File: src/rtl/dense_pkg.sv
// Shared definitions for the dense lane engine: FSM state encoding and default geometry.
package dense_pkg;

    typedef enum logic [2:0] {
        ST_IDLE  = 3'd0,
        ST_FETCH = 3'd1,
        ST_DRAIN = 3'd2,
        ST_POST  = 3'd3,
        ST_DONE  = 3'd4
    } state_t;

    localparam int NCH_DEF = 16;
    localparam int AW_DEF  = 4;
    localparam int DW_DEF  = 8;

endpackage

File: src/rtl/dense_lane_engine_if.sv
// Bus bundle between the dense lane engine (slave) and its controller/memories (master).
interface dense_lane_engine_if
    import dense_pkg::*;
#(
    parameter int NCH = NCH_DEF,
    parameter int AW  = AW_DEF,
    parameter int DW  = DW_DEF
);

    logic                start;
    logic [NCH*AW-1:0]   w_raddr;
    logic [NCH*DW-1:0]   w_rdata;
    logic [AW-1:0]       x_raddr;
    logic [DW-1:0]       x_rdata;
    logic [NCH*DW-1:0]   y_data;
    logic                busy;
    logic                finish;

    modport master (
        output start, w_rdata, x_rdata,
        input  w_raddr, x_raddr, y_data, busy, finish
    );

    modport slave (
        input  start, w_rdata, x_rdata,
        output w_raddr, x_raddr, y_data, busy, finish
    );

endinterface

File: src/rtl/mac_lane.sv
// One output channel: full-precision multiply-accumulate, then shift, optional ReLU and saturation.
module mac_lane #(
    parameter int DW    = 8,
    parameter int ACCW  = 20,
    parameter int SHIFT = 0,
    parameter int RELU  = 1
) (
    input  logic                 clk,
    input  logic                 xrst,
    input  logic                 clr,
    input  logic                 en,
    input  logic                 post,
    input  logic signed [DW-1:0] w,
    input  logic signed [DW-1:0] x,
    output logic signed [DW-1:0] y
);

    localparam logic signed [ACCW-1:0] MAXV = ACCW'((2 ** (DW - 1)) - 1);
    localparam logic signed [ACCW-1:0] MINV = ~MAXV;

    logic signed [2*DW-1:0] mul_s;
    logic signed [ACCW-1:0] prod_s;
    logic signed [ACCW-1:0] shifted_s;
    logic signed [DW-1:0]   sat_s;
    logic signed [ACCW-1:0] acc_r;

    // Product widened before accumulation; post-processing of the current accumulator.
    always_comb begin
        mul_s     = w * x;
        prod_s    = ACCW'(mul_s);
        shifted_s = acc_r >>> SHIFT;
        if ((RELU != 0) && shifted_s[ACCW-1]) begin
            sat_s = '0;
        end else if (shifted_s > MAXV) begin
            sat_s = MAXV[DW-1:0];
        end else if (shifted_s < MINV) begin
            sat_s = MINV[DW-1:0];
        end else begin
            sat_s = shifted_s[DW-1:0];
        end
    end

    // Accumulator and result register.
    always_ff @(posedge clk) begin
        if (xrst) begin
            acc_r <= '0;
            y     <= '0;
        end else begin
            if (clr) begin
                acc_r <= '0;
            end else if (en) begin
                acc_r <= acc_r + prod_s;
            end
            if (post) begin
                y <= sat_s;
            end
        end
    end

endmodule

File: src/rtl/dense_lane_engine.sv
// Dense layer engine: one shared index drives NCH weight memories and the input memory;
// each lane accumulates its dot product and publishes a saturated result once per pass.
module dense_lane_engine
    import dense_pkg::*;
#(
    parameter int NCH   = NCH_DEF,
    parameter int AW    = AW_DEF,
    parameter int DEPTH = 16,
    parameter int DW    = DW_DEF,
    parameter int ACCW  = 2 * DW + AW,
    parameter int SHIFT = 0,
    parameter int RELU  = 1
) (
    input  logic             clk,
    input  logic             xrst,
    dense_lane_engine_if.slave bus
);

    localparam logic [AW-1:0] LAST_IDX = AW'(DEPTH - 1);

    state_t            state_r;
    logic [AW-1:0]     idx_r;
    logic              busy_r;
    logic              finish_r;
    logic              acc_en_r;
    logic              clr_s;
    logic              post_s;
    logic [NCH*DW-1:0] y_s;

    assign clr_s  = (state_r == ST_IDLE) && bus.start;
    assign post_s = (state_r == ST_POST);

    // Pass sequencer; memory data lags the index by one cycle, hence the delayed accumulate enable.
    always_ff @(posedge clk) begin
        if (xrst) begin
            state_r  <= ST_IDLE;
            idx_r    <= '0;
            busy_r   <= 1'b0;
            finish_r <= 1'b0;
            acc_en_r <= 1'b0;
        end else begin
            acc_en_r <= (state_r == ST_FETCH);
            case (state_r)
                ST_IDLE: begin
                    finish_r <= 1'b0;
                    if (bus.start) begin
                        state_r <= ST_FETCH;
                        busy_r  <= 1'b1;
                        idx_r   <= '0;
                    end
                end
                ST_FETCH: begin
                    if (idx_r == LAST_IDX) begin
                        state_r <= ST_DRAIN;
                        idx_r   <= '0;
                    end else begin
                        idx_r <= idx_r + AW'(1);
                    end
                end
                ST_DRAIN: state_r <= ST_POST;
                ST_POST: begin
                    state_r  <= ST_DONE;
                    finish_r <= 1'b1;
                end
                ST_DONE: begin
                    state_r  <= ST_IDLE;
                    finish_r <= 1'b0;
                    busy_r   <= 1'b0;
                end
                default: begin
                    state_r  <= ST_IDLE;
                    idx_r    <= '0;
                    busy_r   <= 1'b0;
                    finish_r <= 1'b0;
                end
            endcase
        end
    end

    // Index is held at zero outside the fetch phase, so it doubles as the address outputs.
    assign bus.w_raddr = {NCH{idx_r}};
    assign bus.x_raddr = idx_r;
    assign bus.busy    = busy_r;
    assign bus.finish  = finish_r;
    assign bus.y_data  = y_s;

    for (genvar c = 0; c < NCH; c++) begin : g_lane
        mac_lane #(
            .DW    (DW),
            .ACCW  (ACCW),
            .SHIFT (SHIFT),
            .RELU  (RELU)
        ) u_lane (
            .clk  (clk),
            .xrst (xrst),
            .clr  (clr_s),
            .en   (acc_en_r),
            .post (post_s),
            .w    (bus.w_rdata[c*DW +: DW]),
            .x    (bus.x_rdata),
            .y    (y_s[c*DW +: DW])
        );
    end

endmodule

File: src/flat_wrapper.sv
// flat-port wrapper written by rule: the top's interface ports become plain ports
module dense_lane_engine_flat import dense_pkg::*;
#(
    parameter int NCH   = NCH_DEF,
    parameter int AW    = AW_DEF,
    parameter int DEPTH = 16,
    parameter int DW    = DW_DEF,
    parameter int ACCW  = 2 * DW + AW,
    parameter int SHIFT = 0,
    parameter int RELU  = 1
)
  (clk, xrst, bus_start, bus_w_rdata, bus_x_rdata, bus_w_raddr, bus_x_raddr, bus_y_data, bus_busy, bus_finish);
  dense_lane_engine_if #(.NCH(NCH), .AW(AW), .DW(DW)) bus_i ();
  input  logic clk;
  input  logic xrst;
  input wire logic [$bits(bus_i.start)-1:0] bus_start;
  input wire logic [$bits(bus_i.w_rdata)-1:0] bus_w_rdata;
  input wire logic [$bits(bus_i.x_rdata)-1:0] bus_x_rdata;
  output wire logic [$bits(bus_i.w_raddr)-1:0] bus_w_raddr;
  output wire logic [$bits(bus_i.x_raddr)-1:0] bus_x_raddr;
  output wire logic [$bits(bus_i.y_data)-1:0] bus_y_data;
  output wire logic [$bits(bus_i.busy)-1:0] bus_busy;
  output wire logic [$bits(bus_i.finish)-1:0] bus_finish;
  assign bus_i.start = bus_start;
  assign bus_i.w_rdata = bus_w_rdata;
  assign bus_i.x_rdata = bus_x_rdata;
  assign bus_w_raddr = bus_i.w_raddr;
  assign bus_x_raddr = bus_i.x_raddr;
  assign bus_y_data = bus_i.y_data;
  assign bus_busy = bus_i.busy;
  assign bus_finish = bus_i.finish;
  dense_lane_engine #(.NCH(NCH), .AW(AW), .DEPTH(DEPTH), .DW(DW), .ACCW(ACCW), .SHIFT(SHIFT), .RELU(RELU)) u_core (.clk(clk), .xrst(xrst), .bus(bus_i));
endmodule
File: config.mk
export PLATFORM = sky130hd
export DESIGN_NAME = dense_lane_engine_flat
export DESIGN_NICKNAME = d
export VERILOG_FILES = /design/src/rtl/dense_pkg.sv /design/src/rtl/dense_lane_engine_if.sv /design/src/rtl/mac_lane.sv /design/src/rtl/dense_lane_engine.sv /design/src/flat_wrapper.sv
export SDC_FILE = /design/constraint.sdc
export NUM_CORES = 2
export LEC_CHECK = 0
export CAP_MARGIN = 40
export CORE_ASPECT_RATIO = 1.25
export CORE_MARGIN = 5
export CORE_UTILIZATION = 60
export DETAILED_ROUTE_END_ITERATION = 10
export PLACE_DENSITY = 0.88
export SLEW_MARGIN = 40
export SYNTH_ARGS = -nofsm -noshare
export SYNTH_HDL_FRONTEND = slang
export SYNTH_SLANG_ARGS = --single-unit
File: constraint.sdc
create_clock -name clk -period 9.7 [get_ports clk]
set_input_delay 1.94 -clock clk [delete_from_list [all_inputs] [get_ports clk]]
set_output_delay 1.94 -clock clk [all_outputs]
set_load 0.02 [all_outputs]
==> metrics.md <==
| Metric | Value |
|---|---|
| Vias in the first global route | 61.1k |
| Final Wtd Congestion | 0.908 |
| DR vias | about 54k |
| # IOs | about 340 |
| Synth Instances | about 7.8k |
| Max VDD drop | 260 uV |
| Most used cell along the critical path | fa_1 |
| CP max stage delay | approximately 0.58 ns |
| Core Footprint | approximately 120,000 um^2 |
| 1st-pass router iterations | 8 |
| Grt ovf | 0 |
| Hold Crit Depth | 1 |
| Comb power frac | 82.7% |
| Leak | 38.9 nW |
| Routed Antenna Nets | 0 |
| Worst setup SP type | primary input |
| Reg power frac | 9.3% |
| DP HPWL | 142 mm |
| Most frequent cells in the layout | 1,470 x inv_1, 1,408 x fa_1, 737 x ha_1 |
| Rows | 143 |
| Synthesis-to-layout area growth | 8.98% |
| Chip Height | 400 um |
| Die width | about 320 um |
| Primary FF master, synth | dfxtp_1 |
| Least-Margin Pin Slew | 0.891 ns |
| Number of remaining DRC errors | 0 |
| Initial DRC Count | 3,548 |
| Syn. warnings | 0 |
| RSZ-0062 raised after global routing | false |
| Nets | 10.2k |
| Total GRT Usage | 28.9% |
| Maxcap violations | 0 |
| Switching part of the total | 51.1% |
| Layout Utilization | 65.6% |
| First-pass GRT wire length | 302 mm |
| # setup viols final | 0 |
| Rel. slew slack | about two fifths |
| Final cycle utilization of the critical path | about 80% |
| Post-synth EDFFs | 0 |
| Clock power share | ~8.1% |
| Syn Area/Cell | 9.40 um^2 |
| WL met1 | 66.1 mm |
| Final Critical Period | 7.56 ns |
| Post-CTS Setup Inserts | 0 |
| FF-to-FF path depth | 19 |
| Hold_buf cts | 0 |
| Switch Pwr | about 15 mW |
| CP required | 10.21 ns |
| Tightest Hold Check Type | register to register |
| CP top delay family | adder cells |
| Latest clock arrival within the worst-skew pair | approximately 0.7 ns |
| Slowest library cell on the worst path | buf_4 |
| CP Class | primary input to register |
| WL met3 | 12.9 mm |
| FF+latch count, synth | 458 |
| Async set-reset flop share out of synthesis | 0% |
| Largest buffer count on any clock path | 3 |
| Power Total | just under 30 mW |
| Final Hold Vio Count | 0 |
| Worst path depth | 20 |
| Setup WS pre-CTS | ~1.5 ns |
| Number of buffers created by CTS | 54 |
| Mapped Nets | 10.0k |
| R2r setup slk | a little over 4 ns |
| Cts repair resizes | 0 |
| CTS H-tree depth | 2 |
| WP data arrival | 8.07 ns |
| Clock sinks | 458 |
| Outcome | completed |
| Via density per instance | 5.69 |
| Drt total wl | 181 mm |
| Share of the synthesized area in the top cell type | 38.7% |
| CTS root buffer | clkbuf_16 |
| Crit path buf inv count | 5 |
| P_int | around 14 mW |
| Top Metal Used | met5 |
| DR WL/cell | 19.0 um |
| Setup WS post-layout | 2.14 ns |
| Metal2 WL | slightly above 90 mm |
| Fraction of layout cells with a size suffix above 1 | 2.44% |
| Clk_skew | ~0.027 ns |
| Largest net degree at the start of global routing | approximately 150 |
| Die Footprint | 129,000 um^2 |
| Register area share after synthesis | 12.6% |
| Input/output buffers | 336 |
| Antenna violations before repair | 22 |
| CP max FO | 44 |
| Setup TNS | 0 ns |
| CTS tree | done |
| Max Slew Vio Count | 0 |
| Ranking of synthesized cells by area | fa_1 39%, ha_1 13%, dfxtp_1 13%, inv_1 7.6%, and2_1 4.6% |
| Cell variety after synth | 70 |
| Mapped Area | 72,900 um^2 |
| Clock-pin slew on the worst setup and hold paths | approximately 0.06 ns |
| Crit path cell chain | buf_4 > buf_12 > and2_1 > buf_4 > inv_1 > fa_1 > inv_1 > fa_1 > fa_1 > fa_1 > fa_1 > ha_1 > o21ai_0 > o21bai_1 > a2111o_1 > a221oi_2 > a21oi_2 > a311o_2 > a31oi_1 > nor2_1 |
| Synth area leader | fa_1 |
| Setup crit end kind | register |
| Initial Utilization | approximately three fifths |
| Peak Freq | 0.132 GHz |
| Most common cell after layout, fill and taps aside | inv_1 |
| P per Cell Area | 366 nW/um^2 |
[cells in the mapped netlist (all sizes together) (20+ instances only)]
cell type / n
nor2b: 28
dfxtp: 458
nand2b: 44
inv: 1472
clkbuf: 236
buf: 79
a21o: 80
a21oi: 285
fa: 1408
a31oi: 20
a211oi: 57
nand3: 47
nor3: 145
o21ai: 155
xnor2: 220
nand2: 514
o21bai: 45
o21a: 39
mux2i: 186
nor4: 54
and2: 542
xor2: 96
nor2: 666
ha: 737
[final timing paths]
path / start / end
setup reg to reg: u_core.g_lane[7].u_lane.acc_r[4] / u_core.g_lane[7].u_lane.acc_r[18]
hold reg to reg: u_core.g_lane[5].u_lane.y[7] / u_core.g_lane[5].u_lane.y[7]
hold / removal: u_core.g_lane[5].u_lane.y[7] / u_core.g_lane[5].u_lane.y[7]
setup / recovery: bus_x_rdata[0] / u_core.g_lane[11].u_lane.acc_r[17]
[flip-flops by register name, indices dropped and copies added (netlist names)]
| signal | cells |
|---|---|
| u_core.acc_en_r | 1 |
| u_core.g_lane.u_lane.y | 128 |
| u_core.state_r | 3 |
| u_core.bus.busy | 1 |
| u_core.bus.x_raddr | 4 |
| u_core.bus.finish | 1 |
| u_core.g_lane.u_lane.acc_r | 320 |
[final cells by class]
class	count	area, um^2
fillers	8954	41700
flip-flops and latches	458	9170
diodes	17	42.5
repair buffers	389	3880
multi-input cells	5515	56900
well taps	1595	2000
inverters	1472	5530
clock buffers	69	1540
clock inverters	32	453
[per-layer routing]
layer | GRT usage (%) | vias to the layer above
met5 | 0 | -
met4 | 14.7 | 6
met3 | 4.75 | 618
met2 | 51.4 | 2178
met1 | 33.6 | 27282
li1 | - | 24234
[power groups by stage]
stage               logic [mW]  registers (mW)  clock network [mW]
CTS                       23.9            2.68                2.39
detailed placement        23.6            2.72                   0
floorplan                 18.6            2.50                   0
finish                    24.0            2.69                2.34
global route              27.2            2.74                2.44
global placement          22.3            2.71                   0
[kinds of logic (layout without fill, tap and decap cells)]
family	Yosys count	in the layout	share of synthesized area (%)
buf+inv	1787	1962	9.53
fa+ha+maj	2145	2145	51.3
mux	188	188	2.60
other cells	0	17	0
xor+xnor	316	316	3.80
compound gates	775	775	6.61
flops	458	458	12.6
simple gates	2091	2091	13.6
[metrics by stage]
step,hold WS (ns),instance area (um^2),instances
after floorplan,0.472,72900,7760
after global placement,0.442,77400,9428
after detailed placement,0.443,77400,9429
after CTS,0.463,79400,9530
after global routing,0.481,79500,9540
final,0.458,79500,9547
Note: power is estimated with default switching activity, not from simulation.
